`config.mk`:
```
export PLATFORM = sky130hd
export DESIGN_NAME = stage_d
export DESIGN_NICKNAME = d
export VERILOG_FILES = /design/src/rtl/stage_d_pkg.sv /design/src/rtl/stage_d_regfile.sv /design/src/rtl/stage_d.sv
export SDC_FILE = /design/constraint.sdc
export NUM_CORES = 2
export LEC_CHECK = 0
export CAP_MARGIN = 20
export CORE_UTILIZATION = 60
export CTS_CLUSTER_DIAMETER = 60
export CTS_CLUSTER_SIZE = 30
export DETAILED_ROUTE_END_ITERATION = 10
export GPL_ROUTABILITY_DRIVEN = 0
export HOLD_SLACK_MARGIN = 0.05
export PLACE_DENSITY = 0.83
export SYNTH_ARGS = -nofsm -noshare
export SYNTH_HDL_FRONTEND = slang
export SYNTH_SLANG_ARGS = --single-unit
```
`constraint.sdc`:
```
create_clock -name clock -period 4.85 [get_ports clock]
set_input_delay 0.97 -clock clock [delete_from_list [all_inputs] [get_ports clock]]
set_output_delay 0.97 -clock clock [all_outputs]
set_load 0.005 [all_outputs]
```
`src/rtl/stage_d_pkg.sv`:
```
// Shared encodings for the yari decode stage: MIPS-I opcode, function and REGIMM fields,
// the load predicate, the operand bypass helper and the registered decode bundle.
package stage_d_pkg;

    localparam logic [5:0] OP_SPECIAL = 6'h00;
    localparam logic [5:0] OP_REGIMM  = 6'h01;
    localparam logic [5:0] OP_J       = 6'h02;
    localparam logic [5:0] OP_JAL     = 6'h03;
    localparam logic [5:0] OP_BEQ     = 6'h04;
    localparam logic [5:0] OP_BNE     = 6'h05;
    localparam logic [5:0] OP_BLEZ    = 6'h06;
    localparam logic [5:0] OP_BGTZ    = 6'h07;
    localparam logic [5:0] OP_ADDI    = 6'h08;
    localparam logic [5:0] OP_ADDIU   = 6'h09;
    localparam logic [5:0] OP_SLTI    = 6'h0A;
    localparam logic [5:0] OP_SLTIU   = 6'h0B;
    localparam logic [5:0] OP_ANDI    = 6'h0C;
    localparam logic [5:0] OP_ORI     = 6'h0D;
    localparam logic [5:0] OP_XORI    = 6'h0E;
    localparam logic [5:0] OP_LUI     = 6'h0F;
    localparam logic [5:0] OP_CP0     = 6'h10;
    localparam logic [5:0] OP_LB      = 6'h20;
    localparam logic [5:0] OP_LH      = 6'h21;
    localparam logic [5:0] OP_LWL     = 6'h22;
    localparam logic [5:0] OP_LW      = 6'h23;
    localparam logic [5:0] OP_LBU     = 6'h24;
    localparam logic [5:0] OP_LHU     = 6'h25;
    localparam logic [5:0] OP_LWR     = 6'h26;

    localparam logic [5:0] FN_JR      = 6'h08;
    localparam logic [5:0] FN_JALR    = 6'h09;

    localparam logic [4:0] RI_BLTZAL  = 5'h10;
    localparam logic [4:0] RI_BGEZAL  = 5'h11;
    localparam logic [4:0] CP0_MF     = 5'h00;

    typedef struct packed {
        logic        valid;
        logic [31:0] instr;
        logic [31:0] pc;
        logic [31:0] npc;
        logic [5:0]  opcode;
        logic [5:0]  fn;
        logic [4:0]  rd;
        logic [4:0]  sa;
        logic [5:0]  rs;
        logic [5:0]  rt;
        logic [31:0] target;
        logic [5:0]  wbr;
        logic        has_delay_slot;
        logic [31:0] op1_val;
        logic [31:0] op2_val;
        logic [31:0] rt_val;
        logic [31:0] simm;
        logic        restart;
        logic [31:0] restart_pc;
    } d_out_t;

    function automatic logic is_load(input logic [5:0] op);
        return op inside {OP_LB, OP_LH, OP_LWL, OP_LW, OP_LBU, OP_LHU, OP_LWR};
    endfunction

    // X result beats M result beats the register file; r0 is never bypassed.
    function automatic logic [31:0] bypass(input logic [5:0] idx, input logic [31:0] rf_val,
                                           input logic xv, input logic [5:0] xw,
                                           input logic [31:0] xr, input logic mv,
                                           input logic [5:0] mw, input logic [31:0] mr);
        if (idx == 6'd0)             return 32'd0;
        else if (xv && (xw == idx))  return xr;
        else if (mv && (mw == idx))  return mr;
        else                         return rf_val;
    endfunction

endpackage

```
`src/rtl/stage_d_regfile.sv`:
```
// 32x32 general-purpose register file: two asynchronous read ports, one synchronous
// write port; entry 0 always reads as zero and is never written.
module regfile_2r1w (
    input  logic        clock,
    input  logic        we_i,
    input  logic [4:0]  waddr_i,
    input  logic [31:0] wdata_i,
    input  logic [4:0]  raddr_a_i,
    output logic [31:0] rdata_a_o,
    input  logic [4:0]  raddr_b_i,
    output logic [31:0] rdata_b_o
);

    logic [31:0] mem_q [32];

    always_ff @(posedge clock) begin
        if (we_i && (waddr_i != 5'd0)) mem_q[waddr_i] <= wdata_i;
    end

    assign rdata_a_o = (raddr_a_i == 5'd0) ? 32'd0 : mem_q[raddr_a_i];
    assign rdata_b_o = (raddr_b_i == 5'd0) ? 32'd0 : mem_q[raddr_b_i];

endmodule

```
`src/rtl/stage_d.sv`:
```
// yari decode stage: registers the fetched instruction, decodes fields, immediates and
// targets, reads bypassed operands and flags load-use hazards for restart.
module stage_d
    import stage_d_pkg::*;
(
    input  logic        clock,
    input  logic        rst,
    input  logic        i_valid,
    input  logic [31:0] i_instr,
    input  logic [31:0] i_pc,
    input  logic [31:0] i_npc,
    input  logic        x_valid,
    input  logic [5:0]  x_wbr,
    input  logic [31:0] x_res,
    input  logic        m_valid,
    input  logic [5:0]  m_wbr,
    input  logic [31:0] m_res,
    input  logic [31:0] m_pc,
    input  logic        flush_D,
    output logic        d_valid,
    output logic [31:0] d_instr,
    output logic [31:0] d_pc,
    output logic [31:0] d_npc,
    output logic [5:0]  d_opcode,
    output logic [5:0]  d_fn,
    output logic [4:0]  d_rd,
    output logic [4:0]  d_sa,
    output logic [5:0]  d_rs,
    output logic [5:0]  d_rt,
    output logic [31:0] d_target,
    output logic [5:0]  d_wbr,
    output logic        d_has_delay_slot,
    output logic [31:0] d_op1_val,
    output logic [31:0] d_op2_val,
    output logic [31:0] d_rt_val,
    output logic [31:0] d_simm,
    output logic        d_restart,
    output logic [31:0] d_restart_pc,
    output logic        d_flush_X
);

    d_out_t      d_q, d_d;
    logic [31:0] rf_rs, rf_rt, rs_val, rt_val, simm;
    logic [5:0]  op, fn, rs6, rt6;
    logic [15:0] imm;
    logic        rf_we, hazard;
    logic        unused_m_pc;

    assign unused_m_pc = ^m_pc;

    assign op   = i_instr[31:26];
    assign fn   = i_instr[5:0];
    assign rs6  = {1'b0, i_instr[25:21]};
    assign rt6  = {1'b0, i_instr[20:16]};
    assign imm  = i_instr[15:0];
    assign simm = {{16{imm[15]}}, imm};

    // m_wbr[5] marks non-GPR destinations (e.g. coprocessor), which never hit the file.
    assign rf_we = m_valid && !m_wbr[5] && (m_wbr[4:0] != 5'd0);

    regfile_2r1w u_rf (
        .clock     (clock),
        .we_i      (rf_we),
        .waddr_i   (m_wbr[4:0]),
        .wdata_i   (m_res),
        .raddr_a_i (i_instr[25:21]),
        .rdata_a_o (rf_rs),
        .raddr_b_i (i_instr[20:16]),
        .rdata_b_o (rf_rt)
    );

    assign rs_val = bypass(rs6, rf_rs, x_valid, x_wbr, x_res, m_valid, m_wbr, m_res);
    assign rt_val = bypass(rt6, rf_rt, x_valid, x_wbr, x_res, m_valid, m_wbr, m_res);

    // The load sitting in D will only have its data after M, so its consumer must re-run.
    assign hazard = i_valid && d_q.valid && !flush_D && is_load(d_q.opcode) &&
                    (d_q.wbr != 6'd0) && ((d_q.wbr == rs6) || (d_q.wbr == rt6));

    always_comb begin
        d_d            = '0;
        d_d.valid      = i_valid;
        d_d.instr      = i_instr;
        d_d.pc         = i_pc;
        d_d.npc        = i_npc;
        d_d.opcode     = op;
        d_d.fn         = fn;
        d_d.rd         = i_instr[15:11];
        d_d.sa         = i_instr[10:6];
        d_d.rs         = rs6;
        d_d.rt         = rt6;
        d_d.op1_val    = rs_val;
        d_d.rt_val     = rt_val;
        d_d.simm       = simm;
        d_d.restart    = hazard;
        d_d.restart_pc = i_pc;

        if ((op == OP_J) || (op == OP_JAL))
            d_d.target = {i_npc[31:28], i_instr[25:0], 2'b00};
        else
            d_d.target = i_npc + {simm[29:0], 2'b00};

        unique case (op)
            OP_SPECIAL, OP_BEQ, OP_BNE: d_d.op2_val = rt_val;
            OP_ANDI, OP_ORI, OP_XORI:   d_d.op2_val = {16'h0, imm};
            OP_LUI:                     d_d.op2_val = {imm, 16'h0};
            default:                    d_d.op2_val = simm;
        endcase

        unique case (op)
            OP_SPECIAL: d_d.wbr = (fn == FN_JR) ? 6'd0 : {1'b0, i_instr[15:11]};
            OP_JAL:     d_d.wbr = 6'd31;
            OP_REGIMM:  d_d.wbr = ((i_instr[20:16] == RI_BLTZAL) ||
                                   (i_instr[20:16] == RI_BGEZAL)) ? 6'd31 : 6'd0;
            OP_ADDI, OP_ADDIU, OP_SLTI, OP_SLTIU,
            OP_ANDI, OP_ORI, OP_XORI, OP_LUI:
                        d_d.wbr = rt6;
            OP_CP0:     d_d.wbr = (i_instr[25:21] == CP0_MF) ? rt6 : 6'd0;
            default:    d_d.wbr = is_load(op) ? rt6 : 6'd0;
        endcase

        d_d.has_delay_slot = (op inside {OP_J, OP_JAL, OP_BEQ, OP_BNE, OP_BLEZ, OP_BGTZ,
                                         OP_REGIMM}) ||
                             ((op == OP_SPECIAL) && ((fn == FN_JR) || (fn == FN_JALR)));
    end

    always_ff @(posedge clock or negedge rst) begin
        if (!rst) d_q <= '0;
        else      d_q <= d_d;
    end

    assign d_valid          = d_q.valid;
    assign d_instr          = d_q.instr;
    assign d_pc             = d_q.pc;
    assign d_npc            = d_q.npc;
    assign d_opcode         = d_q.opcode;
    assign d_fn             = d_q.fn;
    assign d_rd             = d_q.rd;
    assign d_sa             = d_q.sa;
    assign d_rs             = d_q.rs;
    assign d_rt             = d_q.rt;
    assign d_target         = d_q.target;
    assign d_wbr            = d_q.wbr;
    assign d_has_delay_slot = d_q.has_delay_slot;
    assign d_op1_val        = d_q.op1_val;
    assign d_op2_val        = d_q.op2_val;
    assign d_rt_val         = d_q.rt_val;
    assign d_simm           = d_q.simm;
    assign d_restart        = d_q.restart;
    assign d_restart_pc     = d_q.restart_pc;
    assign d_flush_X        = 1'b0;

endmodule

```
==> metrics.txt <==
status=completed; synthesized flop and latch total=1,256; ys async rst share=18.5%; Placed Instances=4,651; mean number of vias per cell=between 7 and 8; kind of critical path=in -> reg; CP max FO=4; worst setup path endpoint=d_target[28]; FILL cells=5,560; GRT overflow=0; WL met2=86.3 mm; Critical Path RT=between 5 and 6 ns; setup violators final=0; Synth Area per Inst=roughly 19 µm²; RSZ-0062 raised after global routing=no; Final Hold Vio Count=0; Clock Skews=0.0329 ns; worst r2r dst=d_op2_val[6]; Tot GR Track Use=37.4%; Pwr per Cell Area=332 nW/µm²; largest net degree at the start of global routing=101; ratio of cells with drive above 1 in the final layout=28.1%; Slew @ Worst Pin=1.11 ns; most common flop cell mapped by yosys=edfxtp_1; number of distinct library cells after synthesis=63; Crit. Startpoint=i_npc[2]; DRC viols=0; Largest stage delay, worst path=0.46 ns; placed instance area=roughly 65,000 µm²; non-filler cells, final=slightly below 5,000; overall routed net length=around 180 mm; post-DP HPWL=111 mm; wl on met1=approximately 56 mm; Die Area=97,100 µm²; Max Slew Vio Count=0; Post-synth EDFFs=a little over 1,000; clock slew at reported path FFs=~0.090 ns; reg2reg setup slack=slightly above 2 ns; most frequent cells in the layout=edfxtp_1 (1,024), mux4_2 (640), clkdlybuf4s50_1 (494); max-cap violations=0; Vias=35,400; DR WL/cell=between 30 and 40 µm; Synth area leaders=edfxtp_1 (53%), mux4_2 (25%), dfrtp_1 (10%); Hold-fix buffers, CTS=0; Crit-path slowest cell=a221o_1; H-tree depth=3; # resized after CTS=0; Iter 0 DRT Violations=~5,300; Num CTS Buffers=around 80; peak supply drop=~0.00023 V; Slew HR=25.5%; Clock Path Buffers=3; Hold WC Path Type=in -> async; IO Count=542; Netlist Area Pre-Place=about 58,000 µm²; max layer used=met5; First-pass DRT Iterations=6; initial antenna violation count=14; CP arrival=4.40 ns; Critical Path Start Type=primary input; vias in the first global route=35,900; Initial Util=60.5%; first-pass GRT wire length=255 mm; root buffer cell=clkbuf_16; Syn Inst Count=between 3,000 and 4,000; largest area contributor in the netlist=edfxtp_1; Static Leakage=22.5 nW; reg2reg path depth=6; Max Clock Freq=about 0.26 GHz; sequential-to-total area share from yosys stat=63.6%; share of the synthesized area in the top cell type=53.5%; worst hold margin=0.280 ns; row count=approximately 110; worst-path cell chain=clkdlybuf4s50_1, buf_4, ha_1, fa_1, a211oi_2, o21bai_1, a22o_1, a221o_1, a2111oi_4, mux2i_1, a311o_1, nand3_1; CTS tree=done; Final Instance Area=67,400 µm²; Reg-to-Reg Start=u_rf.mem_q[31][6]; Final Critical Period=3.85 ns; Final Util=slightly above 70%; post-route setup TNS=0 ns; Yosys warnings=0; final-stage net count=3,711; Post-DRT Antenna Nets=0; Final period util=roughly 79%; Die W=312 µm; area of the core=95,000 µm²; endpoint class of the critical path=flip-flop; Clk Latency, worst-skew pair=about 0.67 ns; Clock Sinks=1,256; commonest non-fill, non-tap cell in the layout=edfxtp_1; Met3 Wirelength=about 26 mm; die span in y=approximately 310 µm; I/O Buffers=505; buffer count from post-CTS setup fixing=0; layout overhead on the synthesized area=17.2%
## cells in the mapped netlist, types with 6 or more instances
cell      number
ha_1          29
mux2i_1       66
nor2b_1       11
nor2_1       198
a221o_1        6
nand4_1        7
xnor2_1       24
buf_2         67
nor3_1         7
nor3b_1        8
buf_1         13
nand3_1       12
and2_1         7
edfxtp_1    1024
mux4_2       640
xor2_1        20
nand2_1       61
a21o_1        12
buf_4        101
a211oi_1      69
inv_1         12
nand2b_1       7
nor4b_1        8
o21ai_0       64
clkbuf_1     130
a21oi_1      107
o211ai_1       6
dfrtp_1      232
## sequential cells by signal, indices dropped and copies added, names as in the netlist
signal	count
d_op1_val	32
d_simm	15
d_op2_val	32
d_opcode	5
d_restart_pc	32
d_rt_val	32
d_npc	32
d_restart	1
d_wbr	5
d_has_delay_slot	1
u_rf.mem_q	1024
d_instr	12
d_valid	1
d_target	32
## through the flow
stage	setup slack, ns	power [mW]
2_1_floorplan	1.34	13.7
3_3_place_gp	0.368	15.1
3_5_place_dp	0.362	15.1
4_1_cts	1.04	22.4
5_1_grt	0.898	23.0
6_report	0.996	22.4
## how the worst min path moves through the flow
stage                            from              end  slack, ns  cells after the start
after floorplan           d_opcode[1]        d_restart       0.56                      3
after global placement    d_opcode[1]        d_restart       0.70                      3
after detailed placement  d_opcode[1]        d_restart       0.71                      3
after CTS                         rst     d_target[13]       0.30                      1
after global routing              rst  d_restart_pc[4]       0.34                      1
final                             rst  d_restart_pc[4]       0.28                      1
## where the power goes
part / internal [mW] / leakage (nW) / switching [mW]
clock network: 3.37 / 1.33 / 4.09
registers: 11.9 / 12.0 / 0.140
logic: 1.45 / 9.20 / 1.43
total: 16.8 / 22.5 / 5.66
## layout make-up
class,count,area [µm²],area share (%)
clock inverter,59,708,1.05
sequential,1256,36600,54.2
timing repair buffer,661,6770,10.0
clock buffer,84,2060,3.05
antenna,12,30.0,0.0445
multi-input combinational,1461,19700,29.2
inverter,12,45.0,0.0668
tap,1265,1580,2.35
## worst max-delay path: cells and delay by family
kind | cells | cell delay (ns)
buffers and inverters | 2 | 0.58
AND/OR/NAND/NOR | 1 | 0.09
adder cells (fa/ha/maj) | 2 | 0.68
AO/OA/AOI/OAI | 6 | 1.75
multiplexers | 1 | 0.29
## layer usage
| layer | vias up | global-route usage (%) |
|---|---|---|
| met5 | - | 0 |
| met4 | 4 | 20.7 |
| met3 | 622 | 11.5 |
| met2 | 3268 | 59.2 |
| met1 | 18200 | 46.6 |
| li1 | 13300 | - |
## logic make-up (layout without fill, tap and decap cells)
kind of cell / Yosys count / count (layout) / synth area share [%]
DFF: 1256 / 1256 / 63.6
muxes: 707 / 707 / 26.2
and+or+nand+nor: 343 / 343 / 2.64
buffers and inverters: 324 / 816 / 2.93
AOI/OAI and AO/OA: 301 / 301 / 3.30
xor gates and xnor gates: 44 / 44 / 0.670
adders and majority gates: 30 / 30 / 0.666
other: 1 / 48 / 0.00652
(Power assumes the default switching activity.)
